`config.mk`:
```
export PLATFORM = sky130hd
export DESIGN_NAME = div_rep_sub
export DESIGN_NICKNAME = d
export VERILOG_FILES = /design/src/rtl/div_rep_sub_pkg.sv /design/src/rtl/div_datapath.sv /design/src/rtl/div_rep_sub.sv
export SDC_FILE = /design/constraint.sdc
export NUM_CORES = 1
export LEC_CHECK = 0
export CORE_MARGIN = 2
export CORE_UTILIZATION = 53
export DETAILED_ROUTE_END_ITERATION = 8
export GPL_TIMING_DRIVEN = 0
export PLACE_DENSITY = 0.8
export SLEW_MARGIN = 25
export SYNTH_ARGS = -nofsm -noshare
export SYNTH_HDL_FRONTEND = slang
export SYNTH_SLANG_ARGS = --single-unit
```
`constraint.sdc`:
```
create_clock -name clk -period 2.3 [get_ports clk]
set_input_delay 0.46 -clock clk [delete_from_list [all_inputs] [get_ports clk]]
set_output_delay 0.46 -clock clk [all_outputs]
set_load 0.05 [all_outputs]
```
`src/rtl/div_rep_sub_pkg.sv`:
```
// Shared definitions for the repeated-subtraction divider: FSM state
// encoding and the default operand width.
package div_rep_sub_pkg;

    localparam int DIV_WIDTH = 16;

    typedef enum logic [2:0] {
        IDLE   = 3'd0,
        LOAD_A = 3'd1,
        LOAD_B = 3'd2,
        CHECK  = 3'd3,
        SUB    = 3'd4,
        DONE   = 3'd5
    } div_state_e;

endpackage

```
`src/rtl/div_datapath.sv`:
```
// Divider datapath: dividend/remainder (A), divisor (B) and quotient (Q)
// registers, plus the subtractor, incrementer and status compares.
module div_datapath
    import div_rep_sub_pkg::*;
#(
    parameter int WIDTH = DIV_WIDTH
) (
    input  logic             clk,
    input  logic             rst,
    input  logic [WIDTH-1:0] data_in,
    input  logic             ld_a,
    input  logic             ld_b,
    input  logic             clr_q,
    input  logic             sub_a,
    input  logic             inc_q,
    output logic             a_ge_b,
    output logic             b_eqz,
    output logic [WIDTH-1:0] a_val,
    output logic [WIDTH-1:0] q_val
);

    logic [WIDTH-1:0] a_reg;
    logic [WIDTH-1:0] b_reg;
    logic [WIDTH-1:0] q_reg;

    // sub_a is only issued after a_ge_b was seen, so A - B cannot wrap
    always_ff @(posedge clk) begin
        if (rst) begin
            a_reg <= '0;
            b_reg <= '0;
            q_reg <= '0;
        end else begin
            if (ld_a)
                a_reg <= data_in;
            else if (sub_a)
                a_reg <= a_reg - b_reg;

            if (ld_b)
                b_reg <= data_in;

            if (clr_q)
                q_reg <= '0;
            else if (inc_q)
                q_reg <= q_reg + WIDTH'(1);
        end
    end

    assign a_ge_b = (a_reg >= b_reg);
    assign b_eqz  = (b_reg == '0);
    assign a_val  = a_reg;
    assign q_val  = q_reg;

endmodule

```
`src/rtl/div_rep_sub.sv`:
```
// Unsigned divider by repeated subtraction. Dividend then divisor arrive on
// a shared bus; done stays high in DONE until start is released.
module div_rep_sub
    import div_rep_sub_pkg::*;
#(
    parameter int WIDTH = DIV_WIDTH
) (
    input  logic             clk,
    input  logic             rst,
    input  logic             start,
    input  logic [WIDTH-1:0] data_in,
    output logic [WIDTH-1:0] quotient,
    output logic [WIDTH-1:0] remainder,
    output logic             done,
    output logic             div_zero
);

    div_state_e state;
    logic       a_ge_b;
    logic       b_eqz;

    div_datapath #(.WIDTH(WIDTH)) u_datapath (
        .clk     (clk),
        .rst     (rst),
        .data_in (data_in),
        .ld_a    (state == LOAD_A),
        .ld_b    (state == LOAD_B),
        .clr_q   (state == LOAD_A),
        .sub_a   (state == SUB),
        .inc_q   (state == SUB),
        .a_ge_b  (a_ge_b),
        .b_eqz   (b_eqz),
        .a_val   (remainder),
        .q_val   (quotient)
    );

    // Each CHECK/SUB round trip costs two cycles, giving latency 3 + 2*Q
    always_ff @(posedge clk) begin
        if (rst) begin
            state    <= IDLE;
            done     <= 1'b0;
            div_zero <= 1'b0;
        end else begin
            case (state)
                IDLE: begin
                    if (start)
                        state <= LOAD_A;
                end
                LOAD_A: begin
                    div_zero <= 1'b0;
                    state    <= LOAD_B;
                end
                LOAD_B: begin
                    state <= CHECK;
                end
                CHECK: begin
                    if (b_eqz) begin
                        div_zero <= 1'b1;
                        done     <= 1'b1;
                        state    <= DONE;
                    end else if (a_ge_b) begin
                        state <= SUB;
                    end else begin
                        done  <= 1'b1;
                        state <= DONE;
                    end
                end
                SUB: begin
                    state <= CHECK;
                end
                DONE: begin
                    if (!start) begin
                        done  <= 1'b0;
                        state <= IDLE;
                    end
                end
                default: begin
                    done  <= 1'b0;
                    state <= IDLE;
                end
            endcase
        end
    end

endmodule

```
==> out/results.md <==
| Result | This run |
| --- | --- |
| Detailed-route vias per instance | 5.93 |
| Worst IR Drop VDD | 0.540 mV |
| Global-route wire length before repair | 13700 µm |
| Buffers inserted during post-CTS setup optimization | 0 |
| Count of flip-flops with a built-in enable after synthesis | 0 |
| Async set or reset register ratio after synthesis | 0% |
| Placer's final routability congestion estimate | 0.931 |
| Mean area per synthesized cell | 7.88 µm² |
| FMAX | 445 MHz |
| Maximum root-to-sink buffer count | 2 |
| Post-synth net total | 424 |
| Clock Tree Root | sky130_fd_sc_hd__clkbuf_8 |
| Aggregate global routing overflow | 0 |
| Horizontal die dimension | 79.9 µm |
| Detailed Route WL | 8390 µm |
| Library cell with the highest instance count after synthesis | sky130_fd_sc_hd__dfxtp_1 |
| Number of antenna violations at the first check in global routing | 0 |
| Endpoints failing hold | 0 |
| Class of the tightest hold or removal check | flip-flop to flip-flop |
| Clk_lat worst skew | 0.32 ns |
| Top post-synthesis cells by count | sky130_fd_sc_hd__dfxtp_1 (53), sky130_fd_sc_hd__nand2_1 (50), sky130_fd_sc_hd__nor2_1 (38) |
| Critical Path End Type | flip-flop |
| Origin of the worst min-delay path | u_datapath.b_reg[8]$_SDFFE_PP0P_ |
| DPL Wire Length | 6220 µm |
| CTS Buf Count | 5 |
| Number of different library cells in the post-synthesis netlist | 54 |
| Top post-synthesis cells by area | sky130_fd_sc_hd__dfxtp_1 (35%), sky130_fd_sc_hd__ha_1 (7.0%), sky130_fd_sc_hd__nand2_1 (6.2%) |
| Finish-stage setup viols | 0 |
| Flip-flop and latch area | 1070 µm² |
| Max-cap violation count | 0 |
| Fin Hold WS | 0.480 ns |
| Remaining max-slew budget at the tightest pin | 56.8% |
| TritonCTS clock tree | yes |
| Post-synth top area cell | sky130_fd_sc_hd__dfxtp_1 |
| Slew of the pin with the lowest slew margin | 0.648 ns |
| Leakage power summed over all cells | 1.41 nW |
| Main synth FF type | sky130_fd_sc_hd__dfxtp_1 |
| Drc violations | 0 |
| Vias in the first global route | 2915 |
| Clock Skew | 0.00773 ns |
| Die Ht | 79.9 µm |
| Worst r2r src | u_datapath.b_reg[1]$_SDFFE_PP0P_ |
| Max-slew violations | 0 |
| Pin count of the biggest net entering global routing | 17 |
| Cell Area, Synth | 3050 µm² |
| Power per cell area | 891 nW/µm² |
| Count of synthesis-stage warnings from yosys | 0 |
| Boundary Pins | 53 |
| Peak fanout along the critical path | 5 |
| Routed vias | 3073 |
| Final TNS setup | 0 ns |
| Post-route insts no fill | 518 |
| Area overhead of the layout relative to synthesis | 25.1% |
| Mapped Cells | 387 |
| Initial core utilization | 55.1% |
| RSZ-0062 raised after global routing | yes |
| Count of hold buffers inserted by post-cts repair | 0 |
| Critical path required time | 2.52 ns |
| Detail Route Antenna Nets | 0 |
| Clock Sinks | 53 |
| Time the final worst path needs with I/O delays and setup | 2.25 ns |
| Wire length per cell after detailed routing | 16.2 µm |
| Crit share post-route | 97.7% |
| CTS H-Tree Depth | 2 |
| First-pass iteration count of the detailed router | 5 |
| Share of the synthesized area in the top cell type | 34.8% |
| Timing startpoint of the critical path | u_datapath.b_reg[1]$_SDFFE_PP0P_ |
| Ant. Diodes | 0 |
| Kind of critical path | flip-flop to flip-flop |
| Initial DRC Count | 169 |
| Standard cell core area | 5540 µm² |
| Number of buffers inserted by port buffering | 52 |
| GRT Total Usage | 27.2% |
| Flip-flop and latch count after synthesis | 53 |
| Category of the worst setup path launch point | flip-flop |
| Share of cells above drive strength 1 | 9.19% |
| Cell row count | 27 |
| Clock Pin Slew Worst Setup and Hold Paths | 0.10 ns |
| Die Area | 6380 µm² |
| Area occupied by multi-input gates | 1880 µm² |
| Endpoint arrival time on the critical path | 2.47 ns |
| Status | complete, no violations |
| Count of nets after finishing | 482 |
| Post-Place Cells | 511 |
| Filler instances | 457 |
| Sequential fraction of the synthesis area | 34.8% |
metal layers:
metal	vias up	wire length, µm	global-route usage [%]
met5	-	0	0
met4	0	140	8.31
met3	14	519	4.41
met2	102	4080	47.6
met1	1468	3650	34.3
li1	1489	-	-
cell usage in the layout (no fill, tap or decap), types with 10 or more instances in the layout:
master and instances:
sky130_fd_sc_hd__clkdlybuf4s50_1 52, sky130_fd_sc_hd__o21ai_0 16, sky130_fd_sc_hd__nand2_1 50, sky130_fd_sc_hd__ha_1 16, sky130_fd_sc_hd__inv_1 22, sky130_fd_sc_hd__a22oi_1 10, sky130_fd_sc_hd__clkbuf_1 12, sky130_fd_sc_hd__dfxtp_1 48
sky130_fd_sc_hd__a21oi_1 33, sky130_fd_sc_hd__nor2_1 38
what timing repair did:
item                                    in CTS  in global routing
endpoints found under the setup margin       2                  5
pin swaps                                    1                  1
resized for setup                            4                 12
kinds of logic (layout without fill, tap and decap cells):
logic type	count (synthesis)	count (layout)	share of synthesized area [%]
and+or+nand+nor	153	153	25.2
AOI/OAI and AO/OA	105	105	22.1
DFF	53	53	34.8
buffers and inverters	42	101	5.66
adders and majority gates	18	18	7.63
xor gates and xnor gates	15	15	4.31
muxes	1	1	0.328
where the power goes:
part	leakage [nW]	switching (W)	internal, W
registers	0.432	0.0000807	0.00101
clock network	0.0374	0.000320	0.000215
logic	0.941	0.00107	0.000699
worst max-delay path: stages (launching register included):
cell,delay (ns)
sky130_fd_sc_hd__dfxtp_2,0.39
sky130_fd_sc_hd__inv_1,0.06
sky130_fd_sc_hd__ha_1,0.30
sky130_fd_sc_hd__nor2b_1,0.16
sky130_fd_sc_hd__o31a_1,0.31
sky130_fd_sc_hd__o211ai_2,0.23
sky130_fd_sc_hd__a21oi_1,0.11
sky130_fd_sc_hd__or3_1,0.35
sky130_fd_sc_hd__a31o_2,0.23
worst paths after layout:
check / slack (ns) / to / cells past startpoint
setup / recovery: 0.05 / u_datapath.a_val[15]$_SDFFE_PP0P_ / 8
hold reg to reg: 0.48 / u_datapath.b_reg[8]$_SDFFE_PP0P_ / 2
setup reg to reg: 0.05 / u_datapath.a_val[15]$_SDFFE_PP0P_ / 8
hold / removal: 0.48 / u_datapath.b_reg[8]$_SDFFE_PP0P_ / 2
final cells by class:
class	instances	area share [%]
multi-input combinational	292	49.3
tap	72	2.36
buffer	19	2.26
inverter	22	2.16
clock inverter	2	0.393
sequential	53	28.0
clock buffer	6	1.90
timing repair buffer	52	13.6
stage by stage:
stage | util (%) | total power (W) | worst slack (ns) | instance area [µm²]
6_report | 68.9 | 0.00340 | 0.0530 | 3820
5_1_grt | 68.9 | 0.00362 | -0.0236 | 3820
4_1_cts | 68.0 | 0.00329 | 0.0269 | 3770
3_5_place_dp | 66.2 | 0.00272 | -0.125 | 3670
3_3_place_gp | 66.2 | 0.00269 | -0.0577 | 3670
2_1_floorplan | - | 0.00229 | 0.0101 | 3060
Power figures use the tool's default switching activity.
==> edit 1 (config.mk and constraints unchanged) <==
Re-encode `div_state_e` (6 states) as one-hot, 6 bits wide.
--- a/src/rtl/div_rep_sub_pkg.sv
+++ b/src/rtl/div_rep_sub_pkg.sv
@@ -6,9 +6,9 @@
 
-    typedef enum logic [2:0] {
-        IDLE   = 3'd0,
-        LOAD_A = 3'd1,
-        LOAD_B = 3'd2,
-        CHECK  = 3'd3,
-        SUB    = 3'd4,
-        DONE   = 3'd5
+    typedef enum logic [5:0] {
+        IDLE   = 6'b000001,
+        LOAD_A = 6'b000010,
+        LOAD_B = 6'b000100,
+        CHECK  = 6'b001000,
+        SUB    = 6'b010000,
+        DONE   = 6'b100000
     } div_state_e;
Formal check against the unedited RTL: same outputs for any inputs over 10 cycles, from zero or initial values and one cycle with rst high; not proved beyond that.
==> edit 1 against the original RTL <==
Count of clock-buffer cells in the layout is 1 lower; area after synthesis grew 1.4%; sequential cell count up 3; final area increased by 1.5%; worst setup slack got worse by 0.025 ns; die area rose by 1.4%; synthesized cell count rose by 1.6%; wire length grew 4.8%; critical path type unchanged; critical endpoint is now u_datapath.a_val[12]; highest routed layer unchanged.
Power is not compared: it rests on default switching activity, and its combinational part moved more than twofold at a synthesized area within 25%.
==> edit 1: results (changes against the original RTL) <==
Vias/cell - 5.968 (was 5.932)
outcome - completed (unchanged)
Design Area, Final - 0.003875 mm² (was 0.003816 mm²)
Cells after Synth - 393 (was 387)
FF-to-FF setup slack - 0.03 ns (was 0.05 ns)
Arr. time, crit path - 2.51 ns (was 2.47 ns)
Synth cell types - 48 (was 54)
met3 usage - 0.03820 (was 0.04412)
slowest stage delay, CP - 0.42 ns (was 0.39 ns)
GPL Wtd Cong - 0.9078 (was 0.9308)
WL met2 - 4163 µm (was 4080 µm)
top cells by count, synth - 56 x dfxtp_1, 56 x nand2_1, 46 x a21oi_1 (was 53 x dfxtp_1, 50 x nand2_1, 38 x nor2_1)
hold_ws - 0.4703 ns (was 0.4800 ns)
GR Util met1 - 0.3803 (was 0.3431)
largest cells by area after synthesis - dfxtp_1 36%, a21oi_1 7.4%, ha_1 6.9%, nand2_1 6.8%, nor2_1 4.1% (was dfxtp_1 35%, ha_1 7.0%, nand2_1 6.2%, a21oi_1 5.7%, nor2_1 4.7%)
Post-Synth XOR/XNOR Area - 0.06227 (was 0.04307)
WHS Endpoint - done (was u_datapath.b_reg[8])
post-synthesis sequential area ratio - 0.3623 (was 0.3478)
DP Wirelength - 6234 µm (was 6218 µm)
met3 routed WL - 522 µm (was 519 µm)
Worst path slowest cell - or4_1 (was dfxtp_2)
Synth Net Count - 430 (was 424)
Area after DPL - 0.003725 mm² (was 0.003666 mm²)
clock skew - 0.009397 ns (was 0.007731 ns)
GRT Total Usage - 0.2763 (was 0.2725)
Critical Path End - u_datapath.a_val[12] (was u_datapath.a_val[15])
first-pass GRT wire length - 13810 µm (was 13680 µm)
Fmax - 440.1 MHz (was 445.0 MHz)
Detailed Route Iter0 Violations - 214 (was 169)
DR vias - 3145 (was 3073)
share of cells above drive strength 1 - 0.07253 (was 0.09193)
CP Max Fanout - 4 (was 5)
pre-CTS WS - -0.2242 ns (was -0.1248 ns)
CTS max path bufs - 2 (unchanged)
Synth Area in Adders - 0.07521 (was 0.07629)
M2 GR Usage - 0.4450 (was 0.4765)
start point of the worst hold path - done (was u_datapath.b_reg[8])
Worst-Margin Slew - 0.7943 ns (was 0.6479 ns)
largest net degree at the start of global routing - 19 (was 17)
critical path launch point - u_datapath.a_val[0] (was u_datapath.b_reg[1])
placed instance count - 517 (was 511)
WL/cell - 16.68 µm (was 16.19 µm)
Clk pin slew, worst setup/hold paths - 0.11 ns
# fillers - 467 (was 457)
M1 WL - 4006 µm (was 3648 µm)
edit 1: cell count changes after synthesis, moves of 4 or more:
cell | before | now
a21oi_1 | 35 | 46
buf_2 | 5 | 0
clkbuf_1 | 12 | 17
nand2_1 | 50 | 56
nor2_1 | 38 | 34
nor2b_1 | 5 | 0
o211ai_1 | 2 | 7
o21ai_0 | 17 | 13
xnor2_1 | 6 | 14
edit 1: cell type report:
type                    instances  area share
plain buffers                  17     0.01711
clock buffers                   5     0.01776
clock inverters                 3    0.005489
inverters                      22     0.02131
multi-input cells             296      0.4824
flip-flops and latches         56      0.2906
well taps                      72     0.02325
repair buffers                 56      0.1421
edit 1: cell families after synthesis:
group | count (synthesis)
and+or+nand+nor | 148
AOI/OAI and AO/OA | 107
DFF | 56
buffers and inverters | 41
xor gates and xnor gates | 22
adders and majority gates | 18
muxes | 1
edit 1: timing repair:
action,in CTS,in global routing
setup endpoints to repair,14,20
pin swaps,4,4
gates resized for setup,5,7
buffers inserted,1,3
==> edit 2 (config.mk and constraints unchanged) <==
Made on the original files. `DIV_WIDTH`: 16 -> 32.
--- a/src/rtl/div_rep_sub_pkg.sv
+++ b/src/rtl/div_rep_sub_pkg.sv
@@ -4,3 +4,3 @@
 
-    localparam int DIV_WIDTH = 16;
+    localparam int DIV_WIDTH = 32;
 
Ports: changed (resized data_in, quotient and remainder); port bits go from 53 to 101. The function was not compared with the original's and may differ.
==> edit 2 against the original RTL <==
Power rose to 3.9 times the old value; die area rose by 93%; worst setup slack got worse by 0.27 ns; highest routed layer unchanged; largest power group unchanged; utilization rose by 3.7 points; critical path depth rose by 3; count of clock-buffer cells in the layout rose by 6; final area rose by 110%; the flow now finishes with violations (setup timing); wire length rose by 140%; sequential share of layout area fell by 2.8 points; sequential cell count rose by 48; area after synthesis rose by 99%; clock skew barely moved; clock power rose to 3.0 times the old value.
==> edit 2: results (changes against the original RTL) <==
TNS Setup - -2.105 ns (was 0 ns)
largest cells by area after synthesis - dfxtp_1 33%, nand2_1 8.0%, a21oi_1 7.2%, ha_1 6.8%, xor2_1 4.5% (was dfxtp_1 35%, ha_1 7.0%, nand2_1 6.2%, a21oi_1 5.7%, nor2_1 4.7%)
Area after DPL - 0.007305 mm² (was 0.003666 mm²)
worst r2r src - u_datapath.a_val[0] (was u_datapath.b_reg[1])
Top delay family on crit path - simple AND/OR/NAND/NOR gates (was compound AO/OA/AOI/OAI gates)
GR Util met1 - 0.4037 (was 0.3431)
first-pass GRT wire length - 31190 µm (was 13680 µm)
WL/cell - 19.01 µm (was 16.19 µm)
Seq group - 0.00236 W (was 0.00109 W)
clock latency on the worst-skew pair - 0.37 ns (was 0.32 ns)
outcome - complete, but fails checks (was completed)
final worst slack - -0.2198 ns (was 0.05296 ns)
share of cells above drive strength 1 - 0.1560 (was 0.09193)
Critical Path End - u_datapath.a_val[20] (was u_datapath.a_val[15])
Vias/cell - 6.089 (was 5.932)
# fillers - 887 (was 457)
met3 routed WL - 1581 µm (was 519 µm)
PostCTS Resize Cnt - 43 (was 4)
failing checks - setup timing
R2R cell count - 11 (was 8)
PortBufs - 99 (was 52)
P_leak - 3.177 nW (was 1.411 nW)
Detailed Route Iter0 Violations - 468 (was 169)
# nets final - 987 (was 482)
final setup vio count - 17 (was 0)
GPL Wtd Cong - 0.9392 (was 0.9308)
met3 usage - 0.04921 (was 0.04412)
Synth Net Count - 859 (was 424)
P_sw - 0.006356 W (was 0.001476 W)
Clk pin slew, worst setup/hold paths - 0.07 ns (was 0.10 ns)
placed instance count - 1032 (was 511)
Synth cell types - 69 (was 54)
M1 WL - 8508 µm (was 3648 µm)
clock skew - 0.008130 ns (was 0.007731 ns)
Worst path slowest cell - or4_4 (was dfxtp_2)
[edit 2: cell count changes after synthesis, sizes merged, moves of 11 or more]
| cell | delta |
|---|---|
| xnor2 | +11 |
| dfxtp | +48 |
| inv | +23 |
| xor2 | +22 |
| ha | +16 |
| a21oi | +53 |
| a22oi | +15 |
| nand2 | +79 |
| nand3 | +11 |
| clkbuf | +27 |
| nor2 | +38 |
[edit 2: how the worst min path moves through the flow]
| stage | start | endpoint | slack (ns) | cells past startpoint |
|---|---|---|---|---|
| 2_1_floorplan | u_datapath.b_reg[11] | u_datapath.b_reg[11] | 0.45 | 2 |
| 3_3_place_gp | u_datapath.b_reg[29] | u_datapath.b_reg[29] | 0.46 | 2 |
| 5_1_grt | u_datapath.b_reg[7] | u_datapath.b_reg[7] | 0.50 | 2 |
| 6_report | u_datapath.b_reg[10] | u_datapath.b_reg[10] | 0.47 | 2 |
| 4_1_cts | u_datapath.b_reg[10] | u_datapath.b_reg[10] | 0.47 | 2 |
| 3_5_place_dp | u_datapath.b_reg[10] | u_datapath.b_reg[10] | 0.46 | 2 |
[edit 2: cells by family (layout without fill, tap and decap cells)]
group	after synthesis	count (layout)	share of synthesized area
simple gates	309	309	0.2492
compound gates	205	205	0.2126
flops	101	101	0.3336
buf+inv	88	221	0.05532
xor+xnor	48	48	0.06936
fa+ha+maj	34	34	0.07143
mux	5	5	0.008464
[edit 2: area by class of cell]
cell class	instances	area, µm²	share of cell area
multi-input combinational	601	4155	0.5076
clock inverter	4	53.80	0.006572
inverter	45	168.9	0.02063
buffer	36	142.6	0.01742
timing repair buffer	124	1182	0.1444
sequential	101	2058	0.2514
tap	143	178.9	0.02186
clock buffer	12	246.5	0.03011
